$ cat config.mk
export PLATFORM = sky130hd
export DESIGN_NAME = dmem_arbiter
export DESIGN_NICKNAME = d
export VERILOG_FILES = /design/src/rtl/dmem_arb_pkg.sv /design/src/rtl/dmem_rr_arb2.sv /design/src/rtl/dmem_arbiter.sv
export SDC_FILE = /design/constraint.sdc
export NUM_CORES = 1
export LEC_CHECK = 0
export CORE_AREA = 2 2 228 230
export CTS_CLUSTER_DIAMETER = 50
export CTS_CLUSTER_SIZE = 16
export DETAILED_ROUTE_END_ITERATION = 8
export DIE_AREA = 0 0 230 232
export HOLD_SLACK_MARGIN = 0.1
export PLACE_DENSITY = 0.53
export SETUP_SLACK_MARGIN = 0.3
export SYNTH_ARGS = -nofsm -noshare
export SYNTH_HDL_FRONTEND = slang
export SYNTH_SLANG_ARGS = --single-unit
$ cat constraint.sdc
create_clock -name clk -period 2.7 [get_ports clk]
set_clock_uncertainty 0.2 [all_clocks]
set_input_delay 0.54 -clock clk [delete_from_list [all_inputs] [get_ports clk]]
set_output_delay 0.54 -clock clk [all_outputs]
set_load 0.01 [all_outputs]
$ cat src/rtl/dmem_arb_pkg.sv
// Shared types for the two-requester data-memory arbiter: FSM encodings and requester id.
// No logic of its own; imported by dmem_rr_arb2 and dmem_arbiter.
// Round-robin versus fixed priority is selected by DMEM_ARB_RR_EN in dmem_rr_arb2.
package dmem_arb_pkg;

    localparam logic [1:0] ENC_IDLE   = 2'b00;
    localparam logic [1:0] ENC_ACCESS = 2'b01;
    localparam logic [1:0] ENC_RESP   = 2'b10;

    typedef enum logic [1:0] {
        IDLE   = ENC_IDLE,
        ACCESS = ENC_ACCESS,
        RESP   = ENC_RESP
    } state_t;

    typedef logic req_id_t;

    localparam req_id_t REQ0 = 1'b0;
    localparam req_id_t REQ1 = 1'b1;

endpackage

$ cat src/rtl/dmem_rr_arb2.sv
// Two-way grant logic; round-robin with DMEM_ARB_RR_EN defined, else requester 0 wins ties.
// Latency: combinational grant; the pointer moves on the clock edge of each grant.
// Backpressure: grants only while en is high; a grant is the handshake (ready == grant).
module dmem_rr_arb2
    import dmem_arb_pkg::*;
(
    input  logic clk,
    input  logic rst_n,
    input  logic en,
    input  logic valid0,
    input  logic valid1,
    output logic grant0,
    output logic grant1,
    output logic grant_id
);

`ifdef DMEM_ARB_RR_EN
    req_id_t ptr;

    always_comb begin
        grant_id = REQ0;
        if (valid0 && valid1) begin
            grant_id = ptr;
        end else if (valid1) begin
            grant_id = REQ1;
        end
    end

    // After every grant the other requester gets the next tie.
    always_ff @(posedge clk or negedge rst_n) begin
        if (!rst_n) begin
            ptr <= REQ0;
        end else if (en && (valid0 || valid1)) begin
            ptr <= ~grant_id;
        end
    end
`else
    logic unused_clk_rst;
    assign unused_clk_rst = &{1'b0, clk, rst_n};

    always_comb begin
        grant_id = REQ0;
        if (!valid0 && valid1) begin
            grant_id = REQ1;
        end
    end
`endif

    assign grant0 = en && valid0 && (grant_id == REQ0);
    assign grant1 = en && valid1 && (grant_id == REQ1);

endmodule

$ cat src/rtl/dmem_arbiter.sv
// Arbitrates two load/store requesters onto one data memory (policy set by DMEM_ARB_RR_EN).
// Latency: rvalid two cycles after the handshake; at most one transaction every 3 cycles.
// Backpressure: ready only in IDLE to the single granted requester; stalls the other.
module dmem_arbiter
    import dmem_arb_pkg::*;
#(
    parameter int ADDR_W = 64,
    parameter int DATA_W = 64,
    parameter int IDX_W  = 10
) (
    input  logic              clk,
    input  logic              rst_n,
    input  logic              req0_valid,
    output logic              req0_ready,
    input  logic              req0_we,
    input  logic [ADDR_W-1:0] req0_addr,
    input  logic [DATA_W-1:0] req0_wdata,
    output logic              req0_rvalid,
    output logic [DATA_W-1:0] req0_rdata,
    output logic              req0_err,
    input  logic              req1_valid,
    output logic              req1_ready,
    input  logic              req1_we,
    input  logic [ADDR_W-1:0] req1_addr,
    input  logic [DATA_W-1:0] req1_wdata,
    output logic              req1_rvalid,
    output logic [DATA_W-1:0] req1_rdata,
    output logic              req1_err,
    output logic              mem_read,
    output logic              mem_write,
    output logic [ADDR_W-1:0] mem_addr,
    output logic [DATA_W-1:0] mem_wdata,
    input  logic [DATA_W-1:0] mem_rdata
);

    state_t            state;
    state_t            state_nxt;
    logic              grant0;
    logic              grant1;
    logic              grant_id;
    logic              grant_any;
    req_id_t           id_q;
    logic              we_q;
    logic [ADDR_W-1:0] addr_q;
    logic [DATA_W-1:0] wdata_q;
    logic [DATA_W-1:0] rdata_q;
    logic              oor;

    dmem_rr_arb2 u_arb (
        .clk      (clk),
        .rst_n    (rst_n),
        .en       (state == IDLE),
        .valid0   (req0_valid),
        .valid1   (req1_valid),
        .grant0   (grant0),
        .grant1   (grant1),
        .grant_id (grant_id)
    );

    assign grant_any = grant0 || grant1;

    // Held low during reset so every output reads 0 while rst_n is asserted.
    assign req0_ready = grant0 && rst_n;
    assign req1_ready = grant1 && rst_n;

    assign oor = |addr_q[ADDR_W-1:IDX_W];

    always_ff @(posedge clk or negedge rst_n) begin
        if (!rst_n) begin
            state <= IDLE;
        end else begin
            state <= state_nxt;
        end
    end

    always_ff @(posedge clk or negedge rst_n) begin
        if (!rst_n) begin
            id_q    <= REQ0;
            we_q    <= 1'b0;
            addr_q  <= '0;
            wdata_q <= '0;
            rdata_q <= '0;
        end else begin
            if (state == IDLE && grant_any) begin
                id_q    <= grant_id;
                we_q    <= (grant_id == REQ1) ? req1_we    : req0_we;
                addr_q  <= (grant_id == REQ1) ? req1_addr  : req0_addr;
                wdata_q <= (grant_id == REQ1) ? req1_wdata : req0_wdata;
            end
            // Stores and out-of-range accesses capture 0 so RESP can forward rdata_q as-is.
            if (state == ACCESS) begin
                rdata_q <= (!we_q && !oor) ? mem_rdata : '0;
            end
        end
    end

    always_comb begin
        state_nxt   = state;
        mem_read    = 1'b0;
        mem_write   = 1'b0;
        mem_addr    = '0;
        mem_wdata   = '0;
        req0_rvalid = 1'b0;
        req0_rdata  = '0;
        req0_err    = 1'b0;
        req1_rvalid = 1'b0;
        req1_rdata  = '0;
        req1_err    = 1'b0;
        case (state)
            IDLE: begin
                if (grant_any) begin
                    state_nxt = ACCESS;
                end
            end
            ACCESS: begin
                state_nxt = RESP;
                mem_addr  = addr_q;
                mem_wdata = wdata_q;
                mem_read  = !we_q && !oor;
                mem_write = we_q && !oor;
            end
            RESP: begin
                state_nxt = IDLE;
                if (id_q == REQ1) begin
                    req1_rvalid = 1'b1;
                    req1_rdata  = rdata_q;
                    req1_err    = oor;
                end else begin
                    req0_rvalid = 1'b1;
                    req0_rdata  = rdata_q;
                    req0_err    = oor;
                end
            end
            default: begin
                state_nxt = IDLE;
            end
        endcase
    end

endmodule

==> impl_metrics.csv <==
group,metric,value,unit
placement,placed_cells_incl_taps,2441,
logic_synthesis,syn-instance-count,1174,
clock_network,clk_pin_slew_worst_paths,0.07,ns
hold_path,hp-class,"register to register",
run,maxCapViolations,0,
floorplanning,start_util,0.209,
logic_synthesis,synth-seq-area-share,0.462,
timing,setup_viol,103,
logic_synthesis,synth_edf_count,0,
timing,hold_violations,0,
routing,drt-total-wl,50300,um
clock_network,htree_levels,4,
floorplanning,core,50900,sq um
floorplanning,floorplan.die.width,230,um
global_routing,grt_pass1_wl,72700,um
pwr,power_frac_clock,0.166,
pwr,max-vdd-ir-drop,0.390,mV
critical_path,cpPeakStageDelay,0.42,ns
clock_network,cts_tree,"yes",
critical_path,endpoint_kind,"output pin",
placement,finalWeightedCongestion,0.809,
clock_network,clk_latency,0.48,ns
logic_synthesis,syn_nets,1500,
logic_synthesis,synthFlopType,"dfrtp_1",
routing,drt_drc_violations_left,0,
cells_and_area,areaGrowthSynthToFinish,78.3,%
routing,ant_nets,0,
pwr,switching_power,5.75,mW
clock_network,clock-sinks,196,
timing,fin_crit,2.92,ns
timing,slew_viol_final,0,
clock_network,numCtsBuffers,17,
timing,post-route-period-util,1.08,
critical_path,worstPathMaxFanout,5,
routing,drt_iter0_markers,431,
logic_synthesis,synth_top_area_share,0.462,
status,failed_checks,"setup timing",
logic_synthesis,synth.largest_area_cell,"dfrtp_1",
pwr,p_per_area,809,nW/um^2
floorplanning,die-area,53400,sq um
clock_network,root_buffer,"clkbuf_16",
cells_and_area,n_fill_cell,5282,
floorplanning,io_pins,590,
pwr,p_seq_frac,0.297,
timing,max_slew_margin,0.509,
logic_synthesis,synth.most_common_cell,"and2_1",
cells_and_area,fin_cells,2523,
global_routing,grt_pass1_vias,11043,
clock_network,clock_path_buffers,2,
logic_synthesis,synth-seq-cells,196,
critical_path,cp_slowest_cell,"dfrtp_1",
logic_synthesis,syn_area,10600,sq um
critical_path,cp.arrival,2.18,ns
pwr,comb_power_share,0.537,
placement,port_buffers,589,
logic_synthesis,synth_warnings,0,
global_routing,overflow,0,
global_routing,grt_use_total,0.185,
timing,fin_ws,-0.223,ns
floorplanning,num_rows,83,
logic_synthesis,synth.avg_cell_area,9.04,sq um
routing,firstDrtPassIters,5,
routing,viasPerCell,4.30,
routing,wl_per_cell,19.9,um
floorplanning,die_h,232,um
global_routing,antenna_found_initial,8,
placement,dpl.hpwl,37400,um
timing,tightest_slew,0.737,ns
critical_path,path_class,"register to output pin",
status,status,"finished, violations left",
global_routing,grt_max_degree,103,
routing,num_vias,10855,
pwr,p_leak,8.55,nW
timing,clock.fmax,342,MHz
logic_synthesis,synth_commonest_cells,"256 x and2_1, 196 x dfrtp_1, 195 x nand2_1",
logic_synthesis,synth_area_leaders,"dfrtp_1 46%, and2_1 15%, mux2i_1 12%",
cells_and_area,drive_gt1_frac,0.254,
pwr,p_sw_frac,0.376,
logic_synthesis,synthArstFlopShare,1.00,
timing,rsz0062_at_grt,"true",
critical_path,start_kind,"register",
critical_path,cp_cell_sequence,"nor4_2, buf_4, nand4_1, or2_4, o21a_1, buf_2",
critical_path,worstPathRequired,1.96,ns
logic_synthesis,synth.distinct_cells,27,
pwr,p_int,9.54,mW
cells_and_area,nets,2156,
timing,fin_tns_setup,-11.92,ns
## cells by family (layout without fill, tap and decap cells)
kind of cell | after synthesis | in the layout | synth area share
buffers and inverters | 108 | 776 | 0.0465
DFF | 196 | 196 | 0.462
and+or+nand+nor | 543 | 543 | 0.276
AOI/OAI and AO/OA | 198 | 198 | 0.0939
muxes | 129 | 129 | 0.122
other | 0 | 1 | 0
## layout make-up
| type | count | area (sq um) | area share |
|---|---|---|---|
| clock buffer | 20 | 447 | 0.0236 |
| timing repair buffer | 743 | 7110 | 0.376 |
| tap | 680 | 851 | 0.0450 |
| multi-input combinational | 870 | 5480 | 0.290 |
| clock inverter | 11 | 104 | 0.00549 |
| antenna | 1 | 2.50 | 0.000132 |
| inverter | 2 | 15.0 | 0.000794 |
| sequential | 196 | 4910 | 0.259 |
## metrics by stage
| stage | util | instance area, sq um | worst slack, ns | hold slack, ns | total power [mW] |
|---|---|---|---|---|---|
| final | 0.372 | 18900 | -0.223 | 0.273 | 15.3 |
| after global routing | 0.372 | 18900 | -0.356 | 0.298 | 16.4 |
| after CTS | 0.374 | 19000 | -0.313 | 0.279 | 15.4 |
| after detailed placement | 0.353 | 17900 | -0.319 | 0.262 | 11.3 |
| after global placement | 0.353 | 17900 | -0.304 | 0.252 | 11.3 |
| after floorplan | - | 10600 | 0.354 | 0.0444 | 7.31 |
## critical path: cells and delay by family (launching register included)
family | cells | cell delay (ns)
simple gates | 3 | 0.71
flops | 1 | 0.42
buf+inv | 2 | 0.33
compound gates | 1 | 0.23
## power by group through the flow
stage | Combinational (mW) | Clock [mW] | Sequential [mW]
finish | 8.22 | 2.54 | 4.54
global route | 9.00 | 2.77 | 4.67
CTS | 8.19 | 2.66 | 4.52
detailed placement | 6.84 | 0 | 4.50
global placement | 6.82 | 0 | 4.45
floorplan | 2.96 | 0 | 4.35
## final timing paths
path | slack (ns) | cells past startpoint | start | endpoint
worst min-delay path | 0.27 | 2 | wdata_q[45] | wdata_q[45]
max in group asynchronous | 0.42 | 4 | rst_n | id_q
worst min register to register | 0.27 | 2 | wdata_q[45] | wdata_q[45]
worst max register to register | 0.22 | 5 | addr_q[47] | rdata_q[23]
worst max-delay path | -0.22 | 6 | addr_q[42] | req1_err
min in group asynchronous | 0.75 | 3 | rst_n | addr_q[9]
## state kept, by name (all words and copies together), names as in the netlist
| name | count |
|---|---|
| state | 2 |
| addr_q | 64 |
| wdata_q | 64 |
| id_q | 1 |
| rdata_q | 64 |
| we_q | 1 |
## timing repair
action	in CTS	in global routing
endpoints found under the hold margin	146	0
setup buffers	27	10
endpoints found under the setup margin	324	378
hold buffers	1	0
cloned	11	1
gates resized for setup	686	221
pin swaps	25	6
## cells in the final DEF, fill, tap and decap left out, drive strengths merged
master         count
a21oi              2
nor2               2
nor2b              1
nor3b              1
and2             256
bufinv             1
o21ai            194
clkbuf            79
clkdlybuf4s15      8
nand2b             1
mux2i            129
clkinv             6
buf              293
dlygate4sd2       14
clkinvlp           1
nor4              13
and3b              1
dlymetal6s2s      10
clkdlybuf4s50    357
or2                1
diode              1
dlygate4sd3        1
or4                1
o21a               2
nand4             66
dfrtp            196
nand2            195
inv                5
bufbuf             1
and4               1
nor3               2
and3               2
## layer usage
layer / wire [um] / global-route usage
met1: 20600 / 0.217
met2: 24800 / 0.322
met3: 4080 / 0.0640
met4: 755 / 0.0438
met5: 10 / 0
No activity file was read; power rests on OpenSTA's default activity.
